--- config.mk ---
export PLATFORM = sky130hd
export DESIGN_NAME = bus_cdc_bridge_flat
export DESIGN_NICKNAME = d
export VERILOG_FILES = /design/src/rtl/bus_cdc_bridge_pkg.sv /design/src/rtl/bus_cdc_bridge_if.sv /design/src/rtl/bus_cdc_bridge_sync_2ff.sv /design/src/rtl/bus_cdc_bridge.sv /design/src/flat_wrapper.sv
export SDC_FILE = /design/constraint.sdc
export NUM_CORES = 1
export LEC_CHECK = 0
export ABC_AREA = 1
export BUFFER_PORTS_ARGS = -buffer_cell sky130_fd_sc_hd__buf_2
export CAP_MARGIN = 20
export CORE_MARGIN = 2
export CORE_UTILIZATION = 35
export DETAILED_ROUTE_END_ITERATION = 10
export GPL_TIMING_DRIVEN = 0
export SKIP_CTS_REPAIR_TIMING = 1
export SYNTH_ARGS = -nofsm -noshare
export SYNTH_HDL_FRONTEND = slang
export SYNTH_SLANG_ARGS = --single-unit
--- constraint.sdc ---
create_clock -name clk_i -period 2.1 [get_ports clk_i]
set_clock_uncertainty 0.15 [all_clocks]
set_input_delay 0.315 -clock clk_i [delete_from_list [all_inputs] [get_ports clk_i]]
set_output_delay 0.315 -clock clk_i [all_outputs]
set_load 0.1 [all_outputs]
--- src/rtl/bus_cdc_bridge_pkg.sv ---
// Shared widths and FSM encoding for the CPU-side toggle-handshake bridge.
// Latency: n/a (types and constants only).
// Backpressure: n/a.
package bus_cdc_bridge_pkg;

  localparam int unsigned address_width = 32;
  localparam int unsigned data_width    = 32;

  // IDLE: waiting for a hit; WAIT: request outstanding; DONE: one-cycle completion
  typedef enum logic [1:0] {
    ST_IDLE = 2'd0,
    ST_WAIT = 2'd1,
    ST_DONE = 2'd2
  } bus_cdc_state_t;

endpackage

--- src/rtl/bus_cdc_bridge_if.sv ---
// CPU bus slave signals plus the far-side request/acknowledge bundle of the bridge.
// Latency: n/a (wiring only).
// Backpressure: cpu_halt_o is the only stall; tgt_* signals form a toggle handshake.
interface bus_cdc_bridge_if
  import bus_cdc_bridge_pkg::*;
#(
  parameter int unsigned AddrWidth = address_width,
  parameter int unsigned DataWidth = data_width
);

  // CPU bus side
  logic [AddrWidth-1:0] cpu_address_i;
  logic [DataWidth-1:0] cpu_wdata_i;
  logic                 cpu_we_i;
  logic [DataWidth-1:0] cpu_rdata_o;
  logic                 cpu_halt_o;

  // far-side target bundle
  logic                 tgt_req_o;
  logic [AddrWidth-1:0] tgt_address_o;
  logic [DataWidth-1:0] tgt_wdata_o;
  logic                 tgt_we_o;
  logic                 tgt_ack_i;
  logic [DataWidth-1:0] tgt_rdata_i;

  // sticky status
  logic                 timeout_o;

  // the bridge itself
  modport slave (
    input  cpu_address_i, cpu_wdata_i, cpu_we_i, tgt_ack_i, tgt_rdata_i,
    output cpu_rdata_o, cpu_halt_o, tgt_req_o, tgt_address_o, tgt_wdata_o,
    tgt_we_o, timeout_o
  );

  // the CPU / far-side environment around the bridge
  modport master (
    output cpu_address_i, cpu_wdata_i, cpu_we_i, tgt_ack_i, tgt_rdata_i,
    input  cpu_rdata_o, cpu_halt_o, tgt_req_o, tgt_address_o, tgt_wdata_o,
    tgt_we_o, timeout_o
  );

endinterface

--- src/rtl/bus_cdc_bridge_sync_2ff.sv ---
// Two-flop synchronizer for signals arriving from a foreign clock domain.
// Latency: 2 clk_i edges from a settled input change to q.
// Backpressure: none; samples every cycle.
module sync_2ff #(
  parameter int unsigned Width = 1
) (
  input  logic             clk_i,
  input  logic             reset_i,
  input  logic [Width-1:0] d,
  output logic [Width-1:0] q
);

  logic [Width-1:0] s1_q;
  logic [Width-1:0] s2_q;

  // shift the asynchronous input through two stages to resolve metastability
  always_ff @(posedge clk_i or negedge reset_i) begin
    if (!reset_i) begin
      s1_q <= '0;
      s2_q <= '0;
    end else begin
      s1_q <= d;
      s2_q <= s1_q;
    end
  end

  assign q = s2_q;

endmodule

--- src/rtl/bus_cdc_bridge.sv ---
// CPU-clock bridge: forwards accesses in one address window to a far-side target via req/ack toggles.
// Latency: req toggles 1 edge after a hit; DONE 2 edges after the ack toggle is first sampled.
// Backpressure: cpu_halt_o holds the CPU from the hit cycle until the single DONE cycle.
module bus_cdc_bridge
  import bus_cdc_bridge_pkg::*;
#(
  parameter int unsigned          AddrWidth     = address_width,
  parameter int unsigned          DataWidth     = data_width,
  parameter logic [AddrWidth-1:0] StartAddress  = '0,
  parameter logic [AddrWidth-1:0] EndAddress    = '0,
  parameter int unsigned          TimeoutCycles = 4096
) (
  input logic             clk_i,
  input logic             reset_i,
  bus_cdc_bridge_if.slave bus
);

  localparam int unsigned         CntWidth = (TimeoutCycles > 1) ? $clog2(TimeoutCycles) : 1;
  localparam logic [CntWidth-1:0] CntLast  = CntWidth'(TimeoutCycles - 1);

  bus_cdc_state_t state_q;
  bus_cdc_state_t state_d;

  logic                 hit;
  logic                 halt_d;
  logic                 ack_s2;
  logic                 ack_edge;
  logic                 start_acc;
  logic                 end_ack;
  logic                 end_timeout;

  logic                 req_q;
  logic [AddrWidth-1:0] addr_q;
  logic [DataWidth-1:0] wdata_q;
  logic                 we_q;
  logic [DataWidth-1:0] rdata_q;
  logic                 ack_seen_q;
  logic [CntWidth-1:0]  cnt_q;
  logic                 timeout_q;

  // Window bounds are passed as arguments so a zero-based window does not
  // collapse into a constant comparison.
  function automatic logic in_window(input logic [AddrWidth-1:0] a,
                                     input logic [AddrWidth-1:0] lo,
                                     input logic [AddrWidth-1:0] hi);
    return (a >= lo) && (a <= hi);
  endfunction

  assign hit = in_window(bus.cpu_address_i, StartAddress, EndAddress);

  // the acknowledge toggle comes from the far clock domain
  sync_2ff #(
    .Width (1)
  ) u_ack_sync (
    .clk_i   (clk_i),
    .reset_i (reset_i),
    .d       (bus.tgt_ack_i),
    .q       (ack_s2)
  );

  assign ack_edge = (ack_s2 != ack_seen_q);

  // FSM state register
  always_ff @(posedge clk_i or negedge reset_i) begin
    if (!reset_i) begin
      state_q <= ST_IDLE;
    end else begin
      state_q <= state_d;
    end
  end

  // next state, access start/finish strobes and halt request
  always_comb begin
    state_d     = state_q;
    start_acc   = 1'b0;
    end_ack     = 1'b0;
    end_timeout = 1'b0;
    halt_d      = 1'b0;
    case (state_q)
      ST_IDLE: begin
        halt_d = hit;
        if (hit) begin
          start_acc = 1'b1;
          state_d   = ST_WAIT;
        end
      end
      ST_WAIT: begin
        halt_d = 1'b1;
        // an ack arriving in the last allowed cycle still wins over the timeout
        if (ack_edge) begin
          end_ack = 1'b1;
          state_d = ST_DONE;
        end else if (cnt_q == CntLast) begin
          end_timeout = 1'b1;
          state_d     = ST_DONE;
        end
      end
      ST_DONE: begin
        state_d = ST_IDLE;
      end
      default: begin
        state_d = ST_IDLE;
      end
    endcase
  end

  // capture the request bundle and flip the request toggle once per access
  always_ff @(posedge clk_i or negedge reset_i) begin
    if (!reset_i) begin
      req_q   <= 1'b0;
      addr_q  <= '0;
      wdata_q <= '0;
      we_q    <= 1'b0;
    end else if (start_acc) begin
      req_q   <= ~req_q;
      addr_q  <= bus.cpu_address_i;
      wdata_q <= bus.cpu_wdata_i;
      we_q    <= bus.cpu_we_i;
    end
  end

  // track the synchronized ack level; resync in IDLE discards stale or late toggles
  always_ff @(posedge clk_i or negedge reset_i) begin
    if (!reset_i) begin
      ack_seen_q <= 1'b0;
    end else if ((state_q == ST_IDLE) || end_ack) begin
      ack_seen_q <= ack_s2;
    end
  end

  // count cycles spent waiting for the acknowledge
  always_ff @(posedge clk_i or negedge reset_i) begin
    if (!reset_i) begin
      cnt_q <= '0;
    end else if (start_acc) begin
      cnt_q <= '0;
    end else if (state_q == ST_WAIT) begin
      cnt_q <= cnt_q + 1'b1;
    end
  end

  // read data holding register: loaded on a read ack, zero otherwise
  always_ff @(posedge clk_i or negedge reset_i) begin
    if (!reset_i) begin
      rdata_q <= '0;
    end else if (end_ack) begin
      rdata_q <= we_q ? '0 : bus.tgt_rdata_i;
    end else if (end_timeout || (state_q == ST_DONE)) begin
      rdata_q <= '0;
    end
  end

  // sticky timeout flag, cleared only by reset
  always_ff @(posedge clk_i or negedge reset_i) begin
    if (!reset_i) begin
      timeout_q <= 1'b0;
    end else if (end_timeout) begin
      timeout_q <= 1'b1;
    end
  end

  // Halt is gated by reset so the CPU is never stalled while the bridge is held in reset.
  assign bus.cpu_halt_o    = reset_i & halt_d;
  // Zero outside a read completion so the bus can OR this slave with others.
  assign bus.cpu_rdata_o   = ((state_q == ST_DONE) && !we_q) ? rdata_q : '0;
  assign bus.tgt_req_o     = req_q;
  assign bus.tgt_address_o = addr_q;
  assign bus.tgt_wdata_o   = wdata_q;
  assign bus.tgt_we_o      = we_q;
  assign bus.timeout_o     = timeout_q;

endmodule

--- src/flat_wrapper.sv ---
// flat-port wrapper written by rule: the top's interface ports become plain ports
module bus_cdc_bridge_flat import bus_cdc_bridge_pkg::*;
#(
  parameter int unsigned          AddrWidth     = address_width,
  parameter int unsigned          DataWidth     = data_width,
  parameter logic [AddrWidth-1:0] StartAddress  = '0,
  parameter logic [AddrWidth-1:0] EndAddress    = '0,
  parameter int unsigned          TimeoutCycles = 4096
)
  (clk_i, reset_i, bus_cpu_address_i, bus_cpu_wdata_i, bus_cpu_we_i, bus_tgt_ack_i, bus_tgt_rdata_i, bus_cpu_rdata_o, bus_cpu_halt_o, bus_tgt_req_o, bus_tgt_address_o, bus_tgt_wdata_o, bus_tgt_we_o, bus_timeout_o);
  bus_cdc_bridge_if #(.AddrWidth(AddrWidth), .DataWidth(DataWidth)) bus_i ();
  input logic clk_i;
  input logic reset_i;
  input wire logic [$bits(bus_i.cpu_address_i)-1:0] bus_cpu_address_i;
  input wire logic [$bits(bus_i.cpu_wdata_i)-1:0] bus_cpu_wdata_i;
  input wire logic [$bits(bus_i.cpu_we_i)-1:0] bus_cpu_we_i;
  input wire logic [$bits(bus_i.tgt_ack_i)-1:0] bus_tgt_ack_i;
  input wire logic [$bits(bus_i.tgt_rdata_i)-1:0] bus_tgt_rdata_i;
  output wire logic [$bits(bus_i.cpu_rdata_o)-1:0] bus_cpu_rdata_o;
  output wire logic [$bits(bus_i.cpu_halt_o)-1:0] bus_cpu_halt_o;
  output wire logic [$bits(bus_i.tgt_req_o)-1:0] bus_tgt_req_o;
  output wire logic [$bits(bus_i.tgt_address_o)-1:0] bus_tgt_address_o;
  output wire logic [$bits(bus_i.tgt_wdata_o)-1:0] bus_tgt_wdata_o;
  output wire logic [$bits(bus_i.tgt_we_o)-1:0] bus_tgt_we_o;
  output wire logic [$bits(bus_i.timeout_o)-1:0] bus_timeout_o;
  assign bus_i.cpu_address_i = bus_cpu_address_i;
  assign bus_i.cpu_wdata_i = bus_cpu_wdata_i;
  assign bus_i.cpu_we_i = bus_cpu_we_i;
  assign bus_i.tgt_ack_i = bus_tgt_ack_i;
  assign bus_i.tgt_rdata_i = bus_tgt_rdata_i;
  assign bus_cpu_rdata_o = bus_i.cpu_rdata_o;
  assign bus_cpu_halt_o = bus_i.cpu_halt_o;
  assign bus_tgt_req_o = bus_i.tgt_req_o;
  assign bus_tgt_address_o = bus_i.tgt_address_o;
  assign bus_tgt_wdata_o = bus_i.tgt_wdata_o;
  assign bus_tgt_we_o = bus_i.tgt_we_o;
  assign bus_timeout_o = bus_i.timeout_o;
  bus_cdc_bridge #(.AddrWidth(AddrWidth), .DataWidth(DataWidth), .StartAddress(StartAddress), .EndAddress(EndAddress), .TimeoutCycles(TimeoutCycles)) u_core (.clk_i(clk_i), .reset_i(reset_i), .bus(bus_i));
endmodule
; After elaboration in Yosys (flattened, before gate mapping)
; Cells that the tools add are included.
; W data, S select, Z words.
[word_totals]
register_bits = 116
latchBits = 0
mem_bits_rw = 0
rom_bits = 0
inputBits = 100
out_inout_bits = 100
word_cells = 49
memories = 0
[classes]
addsub = 1
mul = 0
n_div = 0
magnitude_cmp = 2
n_eq_ne = 6
n_shift = 0
muxes = 18
bitwise = 2
n_reduce_logical = 9
[op_table]
columns = cell, n
row1 = $mux W32, 4
row2 = $ge A32 B1 Y1 const B, 1
row3 = $le A32 B1 Y1 const B, 1
row4 = $mux W12, 2
row5 = $add A12 B1 Y12 const B, 1
row6 = $eq A12 B12 Y1 const B, 1
row7 = $mux W1, 7
row8 = $mux W2, 3
row9 = $pmux W2 S2, 1
row10 = $reduce_bool A2 Y1, 2
row11 = $ne A3 B1 Y1 const B, 1
row12 = $eq A2 B1 Y1 const B, 1
row13 = $eq A2 B2 Y1 const B, 1
row14 = $logic_and A1 B1 Y1, 2
row15 = $logic_not A2 Y1, 1
row16 = $logic_or A1 B1 Y1, 2
row17 = $ne A2 B1 Y1 const B, 1
row18 = $pmux W1 S2, 1
row19 = $reduce_and A2 Y1, 1
row20 = $and A1 B1 Y1, 1
row21 = $logic_not A1 Y1, 1
row22 = $ne A1 B1 Y1, 1
row23 = $not A1 Y1, 1

; Logic depth before layout (Yosys ltp)
[logic_depth]
depth_word = 7
depth_mapped = 9
ltp_nobuf = 8

; Hierarchy
; A second synthesis with hierarchy kept.
[unflattened]
hier_cells = 610
hier_area_um2 = 5112.4
[modules_own_cells]
columns = mod, instances, cells_each, area_each_um2, seq_area_each_um2
row1 = bus_cdc_bridge, 1, 608, 5062.4, 2852.7
row2 = sync_2ff, 1, 2, 50.0, 50.0

; Worst setup path after synthesis
; Ideal clock, no wire load.
[synth_path]
kind = register to output
start = register u_core.state_q[1]
end = output port bus_cpu_halt_o
arrival_ps = 3053
slack_ps = -1418
path_stages_with_launch = 6
cell_sequence = dfrtp_1 > nor2_1 > nand2_1 > nor2_1 > nand2_2 > a21boi_0
[synth_via]
elab_chain_cells = 3
elab_cells_between_ends = 4
classes_between = eq/ne (1) / mux (1) / bitwise (1) / reduce/logical (1)
[synth_lines]
columns = item, line_no
row1 = start: declaration, bus_cdc_bridge.sv:21  ; bus_cdc_state_t state_q;
row2 = start signal: assignment, bus_cdc_bridge.sv:68  ; state_q <= state_d;
row3 = $eq A2 B1 Y1 / $logic_not A2 Y1 (equally long branches), bus_cdc_bridge.sv:79  ; case (state_q)
row4 = $pmux W1 S2 *, bus_cdc_bridge.sv:79
row5 = $and A1 B1 Y1 *, bus_cdc_bridge.sv:163  ; assign bus.cpu_halt_o = reset_i & halt_d;
row6 = end: declaration, flat_wrapper.sv:20  ; output wire logic [$bits(bus_i.cpu_halt_o)-1:0] bus_cpu_halt_o;
; Every way passes the cells marked *; elsewhere a longest branch is shown, timed or not.

; Final worst setup path
[layout_path]
start = register u_core.state_q[1]
end = output port bus_cpu_rdata_o[10]
[layout_via]
elab_chain_cells = 3
[layout_lines]
columns = item, line_no
row1 = $eq A2 B2 Y1, bus_cdc_bridge.sv:165  ; assign bus.cpu_rdata_o = ((state_q == ST_DONE) && !we_q) ? rdata_q : '0;
row2 = $logic_and A1 B1 Y1, bus_cdc_bridge.sv:165
row3 = $mux W32, bus_cdc_bridge.sv:165
row4 = end: declaration, flat_wrapper.sv:19  ; output wire logic [$bits(bus_i.cpu_rdata_o)-1:0] bus_cpu_rdata_o;
; No other way between the ends.

==> results.json <==
{
  "outcome": "finished, violations left",
  "violations": "hold timing, setup timing",
  "grt_pass1_vias": 4461,
  "ys_seq_area_share_pct": 57.2,
  "drc": 0,
  "clkPwrFrac_pct": 50.7,
  "dr_total_vias": 4687,
  "critPathArrivalTime_ns": 1.71,
  "hold_slack_ns": -0.249,
  "peakVddDrop_mv": 0.562,
  "grt_antenna_before_repair": 0,
  "crit_required_ns": 1.63,
  "drt_iter0_drc": 158,
  "hold_class": "input port to asynchronous set/reset pin",
  "syn-num-nets": 677,
  "via_per_inst": 4.42,
  "pre_cts_ws_ns": -0.156,
  "area_growth_pct": 65.7,
  "synth_edf_count": 0,
  "grt_usage_pct": 17.9,
  "routed_wl_um": 14800,
  "insertedDiodeCount": 0,
  "fin_setup_tns_ns": -1.24,
  "switchingPower_mw": 1.29,
  "seqPwrFrac_pct": 41.3,
  "start_util_pct": 35.3,
  "numCtsBuffers": 17,
  "layout_commonest_cell": "nand2_1",
  "clock_sinks": 116,
  "min_period_over_period_pct": 103,
  "switching_share_pct": 22.7,
  "synth-seq-cells": 116,
  "end_kind": "output port",
  "rsz0062_at_grt": "yes",
  "power_density_nw_per_um2": 676,
  "drive_gt1_share_pct": 39.3,
  "path_max_fanout": 10,
  "ys_types": 35,
  "routabilityCongestion": 0.813,
  "synth_flop_cell": "dfrtp_1",
  "grt_pass1_wl_um": 22100,
  "clk_path_buf_depth": 2,
  "wl_per_cell_um": 14.0,
  "synth_async_sr_flop_share_pct": 100,
  "r2r_cells": 8,
  "critPathKind": "flip-flop to output port",
  "yosys_warnings": 0,
  "dr.pass1.iters": 4,
  "cts_tree": "yes",
  "most-common-layout-cells": "178 x nand2_1, 175 x buf_2, 113 x dfrtp_1",
  "cts-root-buf": "clkbuf_16",
  "leakagePower_nw": 4.28,
  "p_int_mw": 4.40,
  "setup_violations": 27,
  "portBuffers": 199,
  "fmaxAchievable_mhz": 460,
  "slew_headroom_pct": 65.9,
  "die_w_um": 124,
  "syn_area_per_cell_um2": 8.81,
  "die-area_um2": 15500,
  "htreeDepth": 4,
  "worst_pin_slew_ns": 0.516,
  "setup_slack_ns": -0.0732,
  "rows": 44,
  "fp.dieH_um": 124,
  "core-area_um2": 14400,
  "grt_start_max_net_pins": 88,
  "insertion_delay_ns": 0.41,
  "cp-start-kind": "flip-flop",
  "synthCells": 576,
  "pwr-share-comb_pct": 8.0,
  "min_period_ns": 2.17,
  "syn-cell-area_um2": 5080,
  "hold_viol": 88,
  "ant_nets": 0,
  "clk_pin_slew_ns": 0.06,
  "drv_cap": 0,
  "hpwl_um": 10100,
  "grt-ovfl-total": 0,
  "ioPinCount": 200,
  "finalMaxSlewViolations": 0,
  "layout.nets": 966
}
## flip-flops by register name (all words and copies together), names as in the netlist, 2 cells and up
name                      flops
u_core.state_q                2
u_core.bus.tgt_wdata_o       32
u_core.cnt_q                 12
u_core.bus.tgt_address_o     32
u_core.rdata_q               32
## power by group through the flow
| stage | registers (mW) | logic [mW] | clock network (mW) |
|---|---|---|---|
| after floorplan | 2.38 | 0.181 | 0 |
| after global placement | 2.38 | 0.333 | 0 |
| after detailed placement | 2.39 | 0.354 | 0 |
| after CTS | 2.35 | 0.355 | 2.94 |
| after global routing | 2.36 | 0.505 | 3.05 |
| final | 2.35 | 0.455 | 2.88 |
## synthesized netlist by cell type (3+ instances only)
cell      number  share of area, %
o21ai_0        6              0.59
buf_6          3              0.67
inv_1         80               5.9
clkbuf_1       3              0.22
nor2_1        95               7.0
nand2_1      178                13
o21ai_2       30               5.2
nor3_1         3              0.30
buf_2         10              0.99
dfrtp_1      116                57
nand3_1       18               1.8
nor2_2         3              0.37
buf_12         3               1.2
## final timing paths
path / slack (ns) / startpoint / endpoint
max in group asynchronous: 1.23 / reset_i / u_core.rdata_q[27]$_DFFE_PN0P_
hold / removal: -0.25 / reset_i / u_core.rdata_q[5]$_DFFE_PN0P_
hold reg to reg: 0.22 / u_core.u_ack_sync.s1_q$_DFF_PN0_ / u_core.u_ack_sync.q$_DFF_PN0_
min in group clk_i: 0 / bus_tgt_rdata_i[10] / u_core.rdata_q[10]$_DFFE_PN0P_
setup reg to reg: 0.36 / u_core.state_q[1]$_DFFE_PN0P_ / u_core.rdata_q[27]$_DFFE_PN0P_
setup / recovery: -0.07 / u_core.state_q[1]$_DFFE_PN0P_ / bus_cpu_rdata_o[10]
## per-stage QoR
stage | power, mW | cells | utilization (%) | hold WS [ns] | instance area (um2)
4_1_cts | 5.65 | 990 | 50.1 | -0.367 | 7200
5_1_grt | 5.92 | 1060 | 58.5 | -0.202 | 8410
6_report | 5.69 | 1060 | 58.5 | -0.249 | 8410
3_5_place_dp | 2.74 | 960 | 46.0 | 0.0744 | 6620
3_3_place_gp | 2.72 | 959 | 45.8 | 0.215 | 6580
2_1_floorplan | 2.56 | 576 | - | -0.131 | 5360
## layout make-up
type	instances	area, um2
fill	1181	5960
sequential	116	2910
timing repair buffer	270	2190
multi-input combinational	357	1960
clock buffer	17	425
inverter	82	320
tap	184	230
buffer	21	215
clock inverter	13	161
## cells by family after synthesis
logic type,count (synthesis),synth area share (%)
flops,116,57.2
buf+inv,103,9.56
compound gates,43,6.88
xor+xnor,3,0.666
fa+ha+maj,1,0.246
simple gates,310,25.5
## worst max-delay path, stage by stage, from the launching register on
cell	delay [ns]
dfrtp_2	0.43
buf_12	0.13
nand3_4	0.17
clkbuf_16	0.25
nor2_4	0.14
buf_12	0.18
## metal layers
layer	global-route usage [%]	vias up	wire, um
met3	5.67	20	902
met4	6.48	0	255
met5	0	-	0
met1	22.0	2168	5960
met2	29.8	192	7730
li1	-	2307	-
Note: power is estimated with default switching activity, not from simulation.
